**src/rtl/key_pad_pkg.sv**
```systemverilog
// Shared types and constants for the 4x4 keypad scanner.
// Covers state encoding, line idle/reset patterns and the low-bit index helper.
package key_pad_pkg;

  typedef enum logic [1:0] {
    SCAN     = 2'd0,
    PRESS_DB = 2'd1,
    HELD     = 2'd2,
    REL_DB   = 2'd3
  } state_t;

  localparam logic [3:0] COL_IDLE  = 4'b1111;
  localparam logic [3:0] COL_RESET = 4'b1110;

  // Index of the lowest zero bit; the lowest row wins when several are low.
  function automatic logic [1:0] low_index(input logic [3:0] lines);
    logic [1:0] idx;
    idx = 2'd0;
    for (int i = 3; i >= 0; i--) begin
      if (!lines[i]) idx = 2'(i);
    end
    return idx;
  endfunction

endpackage

```
**src/rtl/key_pad_tick.sv**
```systemverilog
// Free-running millisecond divider.
// Emits a one-cycle tick each time the counter reaches T1ms-1.
module key_pad_tick #(
  parameter int T1ms = 50_000
) (
  input  logic clk,
  input  logic rst_n,
  output logic tick
);

  localparam int CW = (T1ms > 2) ? $clog2(T1ms) : 1;
  localparam logic [CW-1:0] LAST = CW'(T1ms - 1);

  logic [CW-1:0] count;

  always_ff @(posedge clk or negedge rst_n) begin
    if (!rst_n) begin
      count <= '0;
    end else if (count == LAST) begin
      count <= '0;
    end else begin
      count <= count + 1'b1;
    end
  end

  assign tick = (count == LAST);

endmodule

```
**src/rtl/key_pad_scanner.sv**
```systemverilog
// 4x4 active-low keypad scanner with press/release debounce.
// Drives one column low at a time and reports each confirmed press once.
module key_pad_scanner
  import key_pad_pkg::*;
#(
  parameter int T1ms    = 50_000,
  parameter int NUM_KEY = 20
) (
  input  logic       clk,
  input  logic       rst_n,
  input  logic [3:0] row,
  output logic [3:0] col,
  output logic [3:0] data,
  output logic       flag
);

  localparam int DW = $clog2(NUM_KEY + 1);
  localparam logic [DW-1:0] DB_LAST = DW'(NUM_KEY - 1);

  state_t          state, state_next;
  logic [3:0]      row_meta, rs;
  logic [3:0]      cand, cand_next;
  logic [3:0]      col_next, data_next;
  logic [DW-1:0]   db_cnt, db_cnt_next;
  logic            flag_next;
  logic            tick;

  key_pad_tick #(.T1ms(T1ms)) u_tick (
    .clk  (clk),
    .rst_n(rst_n),
    .tick (tick)
  );

  always_ff @(posedge clk or negedge rst_n) begin
    if (!rst_n) begin
      row_meta <= COL_IDLE;
      rs       <= COL_IDLE;
      state    <= SCAN;
      col      <= COL_RESET;
      cand     <= COL_IDLE;
      db_cnt   <= '0;
      data     <= 4'h0;
      flag     <= 1'b0;
    end else begin
      row_meta <= row;
      rs       <= row_meta;
      state    <= state_next;
      col      <= col_next;
      cand     <= cand_next;
      db_cnt   <= db_cnt_next;
      data     <= data_next;
      flag     <= flag_next;
    end
  end

  // The debounce counter only advances on ticks, so NUM_KEY ticks of a stable
  // candidate confirm a press; the release path reuses the same counter.
  always_comb begin
    state_next  = state;
    col_next    = col;
    cand_next   = cand;
    db_cnt_next = db_cnt;
    data_next   = data;
    flag_next   = 1'b0;
    case (state)
      SCAN: begin
        if (rs == COL_IDLE) begin
          if (tick) col_next = {col[2:0], col[3]};
        end else begin
          cand_next   = rs;
          db_cnt_next = '0;
          state_next  = PRESS_DB;
        end
      end
      PRESS_DB: begin
        if (rs == COL_IDLE) begin
          state_next = SCAN;
        end else if (rs != cand) begin
          cand_next   = rs;
          db_cnt_next = '0;
        end else if (tick) begin
          if (db_cnt == DB_LAST) begin
            data_next  = {low_index(cand), low_index(col)};
            flag_next  = 1'b1;
            state_next = HELD;
          end else begin
            db_cnt_next = db_cnt + 1'b1;
          end
        end
      end
      HELD: begin
        if (rs == COL_IDLE) begin
          db_cnt_next = '0;
          state_next  = REL_DB;
        end
      end
      REL_DB: begin
        if (rs != COL_IDLE) begin
          state_next = HELD;
        end else if (tick) begin
          if (db_cnt == DB_LAST) begin
            state_next = SCAN;
          end else begin
            db_cnt_next = db_cnt + 1'b1;
          end
        end
      end
      default: state_next = SCAN;
    endcase
  end

endmodule

```
**config.mk**
```make
export PLATFORM = sky130hd
export DESIGN_NAME = key_pad_scanner
export DESIGN_NICKNAME = d
export VERILOG_FILES = /design/src/rtl/key_pad_pkg.sv /design/src/rtl/key_pad_tick.sv /design/src/rtl/key_pad_scanner.sv
export SDC_FILE = /design/constraint.sdc
export NUM_CORES = 1
export LEC_CHECK = 0
export BUFFER_PORTS_ARGS = -buffer_cell sky130_fd_sc_hd__buf_4
export CORE_MARGIN = 5
export CORE_UTILIZATION = 40
export CTS_CLUSTER_DIAMETER = 80
export DETAILED_ROUTE_END_ITERATION = 6
export HOLD_SLACK_MARGIN = 0.02
export PLACE_DENSITY_LB_ADDON = 0.08
export SLEW_MARGIN = 10
export SYNTH_ARGS = -nofsm -noshare
export SYNTH_HDL_FRONTEND = slang
export SYNTH_SLANG_ARGS = --single-unit
```
**constraint.sdc**
```tcl
create_clock -name clk -period 2.5 [get_ports clk]
set_input_delay 0.125 -clock clk [delete_from_list [all_inputs] [get_ports clk]]
set_output_delay 0.125 -clock clk [all_outputs]
set_load 0.01 [all_outputs]
```
Yosys cells after proc, flatten, opt, wreduce, memory -nomap -nowiden
Cells that the tools add are included.
Storage, ports and cells
  bits of input ports: 6
  output and inout port bits: 9
  flip-flop bits (word level): 44
Cells by class
  multiplexer cells: 36
  add/sub/neg operators: 2
  bitwise operators: 2
  reductions and logical operators: 7
  eq/ne operators: 18
Operators by type and width (count)
  2-to-1 mux 5 bit: 7
  2-to-1 mux 2 bit: 17
  case mux 5 bit (4 select lines): 1
  adder 16 x 1 -> 16 bit (second input constant): 1
  equality test 16 bit (second input constant): 1
  2-to-1 mux 16 bit: 1
  inequality test 3 bit (second input constant): 5
  2-to-1 mux 4 bit: 3
  inequality test 2 bit (second input constant): 5
  case mux 2 bit (4 select lines): 1
  case mux 4 bit (2 select lines): 1
  AND reduction 4 bit: 2
  AND reduction 7 bit: 1
  adder 5 x 1 -> 5 bit (second input constant): 1
  equality test 5 bit (second input constant): 1
  2-to-1 mux 1 bit: 5
  AND reduction 5 bit: 1
  equality test 2 bit (second input constant): 2
  equality test 4 bit (second input constant): 1
  inequality test 4 bit: 1
  inequality test 4 bit (second input constant): 1
  AND reduction 3 bit: 1
  equality test 2 x 1 -> 1 bit (second input constant): 1
  logical NOT 2 bit: 1
  other kinds (2): 3

Longest topological paths before layout
Gate-level depths: netlist (run 1).
  word-level depth: 6
  mapped depth: 7
  mapped depth without buffers: 6

Cells and area by module
A second synthesis (run 1) with hierarchy kept.
Second synthesis, totals
  cells, all modules: 171
  area, all modules: 2042.0 um^2
Modules (own cells, without submodules)
  key_pad_scanner: area each 1291.2 um^2, times used 1, sequential area each 719.4 um^2, cells an instance 103
  key_pad_tick: area each 750.7 um^2, times used 1, sequential area each 400.4 um^2, cells an instance 68

Worst setup path before layout (run 1)
Ideal clock, no wire load.
  kind: register to register
  start point: register u_tick.count[7]
  end point: register data[0]
  buffers on the path: 0
  cell stages (with the launch flop): 6
  path slack: 0.428 ns
  arrival time: 1.947 ns
  required time: 2.375 ns
  path through: dfrtp_1 -> or4b_4 -> nor4_4 -> and3_2 -> nand3_4 -> mux2_4
On the way
  word-level cells in the longest chain between the ends: 2
RTL lines
  from (decl): RTL line key_pad_tick.sv:14  | logic [CW-1:0] count;
  from (signal assigned): RTL line key_pad_tick.sv:22  | count <= count + 1'b1;
  equality test 16 bit: RTL line key_pad_tick.sv:26  | assign tick = (count == LAST);
  AND reduction 5 bit (no line)
  to (signal assigned): RTL line key_pad_scanner.sv:51  | data <= data_next;
  to (decl): RTL line key_pad_scanner.sv:13  | output logic [3:0] data,
Every way passes these cells.
A chain may end at the register's enable or synchronous reset.

Final worst setup path (run 1)
  start point: register u_tick.count[7]
  end point: register db_cnt[3]
On the way
  word-level cells in the longest chain between the ends: 5
RTL lines
  equality test 16 bit (*): RTL line key_pad_tick.sv:26
  2-to-1 mux 5 bit (*)
  2-to-1 mux 5 bit (2 in a row)
  case mux 5 bit (4 select lines) (*)
  to (signal assigned): RTL line key_pad_scanner.sv:50  | db_cnt <= db_cnt_next;
  to (decl): RTL line key_pad_scanner.sv:24  | logic [DW-1:0] db_cnt, db_cnt_next;
Mark *: on every way between the ends. The rest lies on a longest branch, timed or not. The select of a mux whose other input is x is not followed.

==> results.yml, run 1 <==
critical_path:
  cp_slowest_cell: "or4b_4"
  r2r_slack_ns: 0.31
  crit_chain: "or4b_4 -> nor4_4 -> buf_4 -> and4_1 -> nor4bb_1 -> a21o_1"
  critical_path_arrival_ns: 2.44
  crit_type: "reg -> reg"
  rr_startpoint: "u_tick.count[7]"
  worstSetupEndpointType: "flip-flop"
  reg2reg_to: "db_cnt[3]"
  startpoint_type: "flip-flop"
  rr_worst_depth: 6
  slowest_delay_ns: 0.55
  critPathMaxFanout: 13
  cp.required_ns: 2.74
timing:
  drv_slew: 0
  layout_setup_ws_ns: 0.3058
  maxSlewHeadroom_pct: 62.76
  tns_ns: 0
  fin_crit_ns: 2.194
  rsz0062_at_grt: "false"
  finalCritPeriodShare_pct: 87.77
  worst_pin_slew_ns: 0.5565
  skew_ns: 0.007967
  max_freq_mhz: 455.7
  finalSetupViolCount: 0
  hold_viol: 0
cells_and_area:
  layout-drive-gt1-share_pct: 30.05
  stdcell_area_um2: 2312
  multi_input_area_um2: 819.5
  seq_area_um2: 1120
  nNetsFinal: 190
  n_antenna_cell: 0
  nFillCells: 456
  area_delta_synth_final_pct: 18.01
drt:
  wl_per_cell_um: 14.42
  drt-pass1-iter-count: 4
  drc: 0
  wl_um: 3606
  antenna_left: 0
  vias_per_cell: 5.016
  drtIter0Drc: 50
  num_vias: 1254
pwr:
  p_int_w: 0.001055
  seqPwrFrac_pct: 54.9
  fin_total_pwr_w: 0.001348
  p_switching_w: 0.0002932
  power_frac_clock_pct: 41.5
  ir_drop_uv: 321.7
  p_sw_share_pct: 21.75
  p_leak_nw: 1.038
  power_density_nw_per_um2: 583.0
  power_frac_comb_pct: 3.6
synthesis:
  synth.area.top_cells: "dfrtp_1 37%, dfstp_2 20%, xor2_1 5.8%"
  synth_cells: 158
  yosysUniqueCellTypes: 36
  synth_common_cells: "29 x dfrtp_1, 15 x dfstp_2, 13 x xor2_1, 12 x nor2_1, 10 x nand2_1"
  ys_seq_area_share_pct: 57.15
  synth-main-ff-cell: "dfrtp_1"
  synth_area_um2: 1959
  yosysTopAreaCell: "dfrtp_1"
  post-synth-top-area-fraction_pct: 37.04
  ys_warn_count: 0
  synth_seq_cells: 44
  synth.most_common_cell: "dfrtp_1"
  async_flop_share_pct: 100.0
  syn-num-nets: 166
  synth_edf_count: 0
  postSynthAreaPerCell_um2: 12.40
grt:
  grt.total_usage_pct: 13.13
  antenna_found_initial: 0
  grt_pass1_wl_um: 6506
  grt_pass1_vias: 1382
  grt_max_degree: 45
  grt_overflow: 0
min_path:
  hold_path_class: "in -> async"
clock_tree:
  clock_sinks: 44
  cts_max_path_buffers: 2
  insertion_delay_ns: 0.30
  htreeDepth: 2
  clk_pin_slew_worst_paths_ns: 0.08
  cts_setup_buffers: 0
  cts_tree: "done"
  cts-root-buf: "clkbuf_8"
  cts_buffers: 5
run:
  drv_cap: 0
die:
  pin_count: 15
  initial_core_util_pct: 41.21
  core_um2: 4755
  die-area_um2: 6398
  num_rows: 25
  die_w_um: 79.99
  die_h_um: 79.99
place:
  port_buffers: 14
  place.gp.congestion: 0.7836
  dp_hpwl_um: 2509
  dpl-instance-area_um2: 2147
  dp_slack_ns: 0.2972
run_status:
  outcome: "finished, final reports clean"
layout make-up:
type                    count  area share, %
clock inverters             3          2.002
inverters                   1         0.1623
well taps                  67          3.626
clock buffers               5          2.976
repair buffers             21          7.359
multi-input cells         109          35.44
flip-flops and latches     44          48.43
worst max-delay path: cells and delay by family, from the launching register on:
family / cells / cell delay (ns)
compound gates: 1 / 0.11
buf+inv: 1 / 0.26
flops: 1 / 0.44
simple gates: 4 / 1.33
through the flow:
stage,utilization (%),std cells,hold WS [ns]
detailed placement,45.16,237,0.1542
finish,48.63,250,0.3509
CTS,48.63,250,0.3615
global placement,45.16,237,0.1468
global route,48.63,250,0.3650
floorplan,-,158,-0.1706
kinds of logic (layout without fill, tap and decap cells):
family / count (synthesis) / after routing / synth area share, %
AND/OR/NAND/NOR: 61 / 61 / 19.16
multiplexers: 13 / 13 / 8.174
XOR/XNOR: 21 / 21 / 9.387
adder cells (fa/ha/maj): 2 / 2 / 1.277
AO/OA/AOI/OAI: 12 / 12 / 3.831
buffers and inverters: 5 / 30 / 1.021
flip-flops: 44 / 44 / 57.15
worst max path at each step:
stage / depth (start not counted) / start / end
floorplan: 5 / u_tick.count[7] / data[0]
global placement: 6 / u_tick.count[7] / db_cnt[3]
detailed placement: 6 / u_tick.count[7] / db_cnt[3]
CTS: 6 / u_tick.count[7] / db_cnt[3]
global route: 6 / u_tick.count[7] / db_cnt[3]
finish: 6 / u_tick.count[7] / db_cnt[3]
flip-flops by register name, summed over array words and instances (netlist names), named ones only:
name          count
db_cnt            5
state             1
cand              4
u_tick.count     16
data              4
flag              1
rs                4
row_meta          4
col               4
power groups by stage:
stage                     Combinational, W  Clock [W]  Sequential, W
after floorplan                  0.0000192          0       0.000751
after global placement           0.0000431          0       0.000754
after detailed placement         0.0000438          0       0.000754
after CTS                        0.0000506   0.000580       0.000741
after global routing             0.0000554   0.000603       0.000743
final                            0.0000486   0.000559       0.000741
repair_timing:
| action | 4_1_cts | 5_1_grt |
|---|---|---|
| resized for setup | 0 | 0 |
| hold endpoints to repair | 33 | 0 |
| hold buffers | 5 | 0 |
per-layer routing:
layer  part of all wire [%]  routed length [um]  global-route usage, %
met4                    1.3                  48                  5.068
met1                     45                1626                  16.52
met5                      0                   0                      0
met2                     51                1825                  21.19
met3                    2.9                 105                  3.837
cell usage in the layout, fill, tap and decap left out, drive strengths merged, types with 3 or more instances in the layout:
cell type	n
o21ai	3
nor4	3
mux2	12
xor2	13
a21oi	3
dlygate4sd3	5
nand2	10
xnor2	8
nand4	3
and3	4
dfrtp	29
and4	5
dfstp	15
clkbuf	5
nand3	10
nor2	12
buf	16
(Power assumes the default switching activity.)
==> run 2, diff against run 1 <==
- CORE_ASPECT_RATIO: default -> 0.75
==> run 2 against run 1 <==
Final area decreased by 0.11%; global-route usage decreased by 0.78 points; first-iteration DRC count decreased by 42%; combinational power about the same; total power decreased by 4.7%; clock-buffer cell count increased by 1; critical path type unchanged.
==> results.yml, run 2 (synthesis results as in run 1) <==
grt:
  antenna_found_initial: 0
  grt_overflow: 0
  grt.total_usage_pct: 12.35
  grt_pass1_vias: 1313
  grt_max_degree: 45
  grt_pass1_wl_um: 6320
timing:
  rsz0062_at_grt: "false"
  tns_ns: 0
  fin_crit_ns: 2.210
  finalCritPeriodShare_pct: 88.41
  maxSlewHeadroom_pct: 63.31
  worst_pin_slew_ns: 0.5483
  whs_ns: 0.3433
  hold_viol: 0
  skew_ns: 0.006627
  finalSetupViolCount: 0
  drv_slew: 0
  max_freq_mhz: 452.4
pwr:
  power_frac_comb_pct: 3.8
  fin_total_pwr_w: 0.001285
  power_frac_clock_pct: 38.5
  p_switching_w: 0.0002755
  ir_drop_uv: 287.9
  p_int_w: 0.001009
  p_sw_share_pct: 21.45
  power_density_nw_per_um2: 556.2
  seqPwrFrac_pct: 57.7
  p_leak_nw: 1.046
cells_and_area:
  n_antenna_cell: 0
  final_common_cell: "dfrtp_1"
  nNetsFinal: 192
  area_delta_synth_final_pct: 17.88
  layout-drive-gt1-share_pct: 30.81
  nFillCells: 433
  layout_common_cells: "29 x dfrtp_1, 18 x buf_4, 15 x dfstp_2"
  reg.largest.list: "u_tick.count x16, db_cnt x5"
  largest-register: "u_tick.count"
  largest_register_ffs: 16
drt:
  drc: 0
  drt-pass1-iter-count: 4
  wl_per_cell_um: 14.60
  drtIter0Drc: 29
  vias_per_cell: 5.073
  num_vias: 1243
  wl_um: 3578
  antenna_left: 0
clock_tree:
  cts_buffers: 5
  cts_tree: "done"
  clock_sinks: 44
  clk_pin_slew_worst_paths_ns: 0.08
  htreeDepth: 2
  cts-root-buf: "clkbuf_8"
  cts_max_path_buffers: 2
  cts_resized: 0
  insertion_delay_ns: 0.30
run:
  drv_cap: 0
die:
  die_h_um: 70.61
  core_um2: 4817
  die-area_um2: 6412
  pin_count: 15
  num_rows: 22
  die_w_um: 90.82
  initial_core_util_pct: 40.68
place:
  port_buffers: 14
  dp_hpwl_um: 2559
  place.gp.congestion: 0.7395
critical_path:
  critPathMaxFanout: 7
  critical_path_arrival_ns: 2.45
  cp.required_ns: 2.74
  worstSetupEndpointType: "flip-flop"
  rr_startpoint: "u_tick.count[7]"
  crit_type: "reg -> reg"
  startpoint: "u_tick.count[7]"
  startpoint_type: "flip-flop"
  r2r_slack_ns: 0.29
run_status:
  outcome: "finished, final reports clean"
min_path:
  hold_path_class: "in -> async"
[run 2: changes by cell type in the layout (fill, tap and decap cells not counted)]
cell | previous run | this run
buf_4 | 16 | 18
bufinv_16 | 1 | 0
clkbuf_16 | 0 | 1
clkinv_2 | 0 | 1
inv_6 | 1 | 0
[run 2: worst paths after layout]
kind                              to  cells after the start
setup / recovery           db_cnt[3]                      6
hold / removal               data[2]                      2
setup reg to reg           db_cnt[3]                      6
hold reg to reg                rs[0]                      0
max in group asynchronous    cand[0]                      2
min in group clk               rs[0]                      0
[run 2: what timing repair did]
action | 4_1_cts | 5_1_grt
endpoints found under the hold margin | 33 | 0
setup buffers | 0 | 0
hold buffers | 5 | 0
[run 2: area by class of cell]
cell class | count | area [um^2] | area share (%)
Multi-Input combinational cell | 109 | 819.5 | 35.48
Clock inverter | 2 | 12.51 | 0.5417
Clock buffer | 6 | 93.84 | 4.063
Sequential cell | 44 | 1120 | 48.48
Timing Repair Buffer | 23 | 185.2 | 8.017
Tap cell | 60 | 75.07 | 3.250
Inverter | 1 | 3.754 | 0.1625
[run 2: metal layers]
layer	track usage, %	up-vias	wire length, um
li1	-	606	-
met1	18.31	619	1925
met2	17.57	14	1499
met3	3.401	4	117
met4	3.909	0	37
met5	0	-	0
[run 2: power groups by stage]
stage | sequential [W] | clock, W | combinational (W)
2_1_floorplan | 0.000751 | 0 | 0.0000192
3_3_place_gp | 0.000754 | 0 | 0.0000428
3_5_place_dp | 0.000754 | 0 | 0.0000436
4_1_cts | 0.000741 | 0.000513 | 0.0000498
5_1_grt | 0.000743 | 0.000531 | 0.0000567
6_report | 0.000741 | 0.000495 | 0.0000483
[run 2: critical path, cell delays in order, from the launching register on]
cell	delay, ns
dfrtp_1	0.44
or4b_4	0.56
nor4_4	0.30
buf_4	0.20
and4_1	0.22
nor4bb_1	0.31
a21o_1	0.12
[run 2: through the flow]
stage	util (%)	cell area [um^2]	std cells	worst slack [ns]
2_1_floorplan	-	1959	158	0.4282
3_3_place_gp	44.70	2153	232	0.3341
3_5_place_dp	44.70	2153	232	0.3054
4_1_cts	47.95	2310	245	0.2883
5_1_grt	47.95	2310	245	0.1580
6_report	47.95	2310	245	0.2896
==> run 3, diff against run 2 <==
- CELL_PAD_IN_SITES_DETAIL_PLACEMENT: default -> 0
- CELL_PAD_IN_SITES_GLOBAL_PLACEMENT: default -> 1
==> run 3 against run 2 <==
Die area unchanged; critical path type unchanged; clock skew grew 0.0033 ns; core utilization grew 0.31 points; setup slack improved by 0.077 ns; routed wire length down 2.7%; global-route usage decreased by 0.62 points; total power rose by 6.1%; largest cell class unchanged; register-to-register slack better by 0.08 ns; maximum frequency rose by 3.6%.
==> results.yml, run 3 (synthesis results as in run 1) <==
critical_path:
  rr_startpoint: "u_tick.count[7]"
  critPathMaxFanout: 5
  critical_path_arrival_ns: 2.31
  startpoint_type: "flip-flop"
  cp_slowest_cell: "or4b_4"
  crit_type: "reg -> reg"
  slowest_delay_ns: 0.56
  worstSetupEndpointType: "flip-flop"
  cp.required_ns: 2.68
  crit_chain: "or4b_4 -> nor4_4 -> and3_2 -> nand3_4 -> mux2_4"
  startpoint: "u_tick.count[7]"
timing:
  hold_viol: 0
  finalSetupViolCount: 0
  finalCritPeriodShare_pct: 85.32
  maxSlewHeadroom_pct: 61.07
  drv_slew: 0
  max_freq_mhz: 468.8
  worst_pin_slew_ns: 0.5818
  fin_crit_ns: 2.133
  skew_ns: 0.009889
  rsz0062_at_grt: "false"
  tns_ns: 0
  layout_setup_ws_ns: 0.3669
drt:
  vias_per_cell: 4.947
  num_vias: 1212
  drc: 0
  antenna_left: 0
  wl_um: 3481
  drtIter0Drc: 35
  wl_per_cell_um: 14.21
  drt-pass1-iter-count: 4
cells_and_area:
  largest_register_ffs: 16
  reg.largest.list: "u_tick.count x16, db_cnt x5"
  largest-register: "u_tick.count"
  layout_common_cells: "29 x dfrtp_1, 18 x buf_4, 15 x dfstp_2"
  fin_util_pct: 48.26
  n_antenna_cell: 0
  nFillCells: 440
  stdcell_area_um2: 2325
  final_common_cell: "dfrtp_1"
  area_delta_synth_final_pct: 18.65
  layout-drive-gt1-share_pct: 30.81
  nNetsFinal: 192
clock_tree:
  clock_sinks: 44
  htreeDepth: 2
  cts_max_path_buffers: 2
  cts_buffers: 5
  clk_pin_slew_worst_paths_ns: 0.09
  insertion_delay_ns: 0.29
  cts_setup_buffers: 0
  cts_tree: "done"
  cts-root-buf: "clkbuf_8"
grt:
  grt_overflow: 0
  antenna_found_initial: 0
  grt_pass1_wl_um: 6030
  grt_max_degree: 45
  grt.total_usage_pct: 11.73
  grt_pass1_vias: 1197
place:
  dpl-instance-area_um2: 2153
  dp_hpwl_um: 2452
  place.gp.congestion: 0.7483
  port_buffers: 14
  dp_slack_ns: 0.3592
pwr:
  power_frac_clock_pct: 42.0
  p_leak_nw: 1.055
  p_int_w: 0.001081
  fin_total_pwr_w: 0.001363
  ir_drop_uv: 370.1
  p_switching_w: 0.0002822
  seqPwrFrac_pct: 54.4
  power_frac_comb_pct: 3.6
  power_density_nw_per_um2: 586.2
  p_sw_share_pct: 20.71
die:
  die_w_um: 90.82
  die_h_um: 70.61
  initial_core_util_pct: 40.68
  num_rows: 22
  die-area_um2: 6412
  core_um2: 4817
  pin_count: 15
run_status:
  outcome: "finished, final reports clean"
min_path:
  hold_path_class: "in -> async"
run:
  drv_cap: 0
[run 3: cell count changes in the layout (fill, tap and decap cells not counted), sizes merged]
cell	previous run	this run
clkinvlp	1	0
bufinv	0	1
[run 3: stage by stage]
stage	instances	hold slack [ns]
after detailed placement	232	0.1598
after CTS	245	0.3599
after global placement	232	0.1477
after global routing	245	0.3665
final	245	0.3566
after floorplan	158	-0.1706
[run 3: path summary, 6_finish.rpt]
| path | slack [ns] | end | cells after the start |
|---|---|---|---|
| setup / recovery | 0.37 | data[1] | 5 |
| hold reg to reg | 0.36 | rs[3] | 0 |
| hold / removal | 0.36 | db_cnt[3] | 2 |
| max in group asynchronous | 1.75 | row_meta[0] | 2 |
| min in group clk | 0.36 | rs[3] | 0 |
| setup reg to reg | 0.37 | data[1] | 5 |
[run 3: per-layer routing]
| layer | part of all wire [%] | vias to the layer above | track usage [%] |
|---|---|---|---|
| met4 | 0.55 | 0 | 3.420 |
| met5 | 0 | - | 0 |
| li1 | - | 609 | - |
| met2 | 40 | 12 | 15.15 |
| met1 | 56 | 589 | 18.57 |
| met3 | 3.4 | 2 | 3.613 |
[run 3: timing repair]
action,CTS,global route
endpoints found under the setup margin,0,0
hold buffers,5,0
hold endpoints to repair,33,0
gates resized for setup,0,0
[run 3: layout make-up]
type                            count  area (um^2)  share of cell area (%)
Timing Repair Buffer               23        185.2                   7.966
Inverter                            1        3.754                  0.1615
Sequential cell                    44         1120                   48.17
Clock buffer                        6        82.58                   3.552
Multi-Input combinational cell    109        819.5                   35.25
Tap cell                           60        75.07                   3.229
Clock inverter                      2        38.79                   1.668
[run 3: power by group through the flow]
| stage | sequential, W | combinational, W | clock, W |
|---|---|---|---|
| floorplan | 0.000751 | 0.0000192 | 0 |
| global placement | 0.000754 | 0.0000438 | 0 |
| CTS | 0.000742 | 0.0000504 | 0.000587 |
| global route | 0.000744 | 0.0000559 | 0.000611 |
| finish | 0.000742 | 0.0000488 | 0.000572 |
| detailed placement | 0.000755 | 0.0000444 | 0 |
[run 3: worst max-delay path: cells and delay by family (launching register included)]
family	cells	cell delay, ns
and+or+nand+nor	4	1.25
DFF	1	0.43
muxes	1	0.34
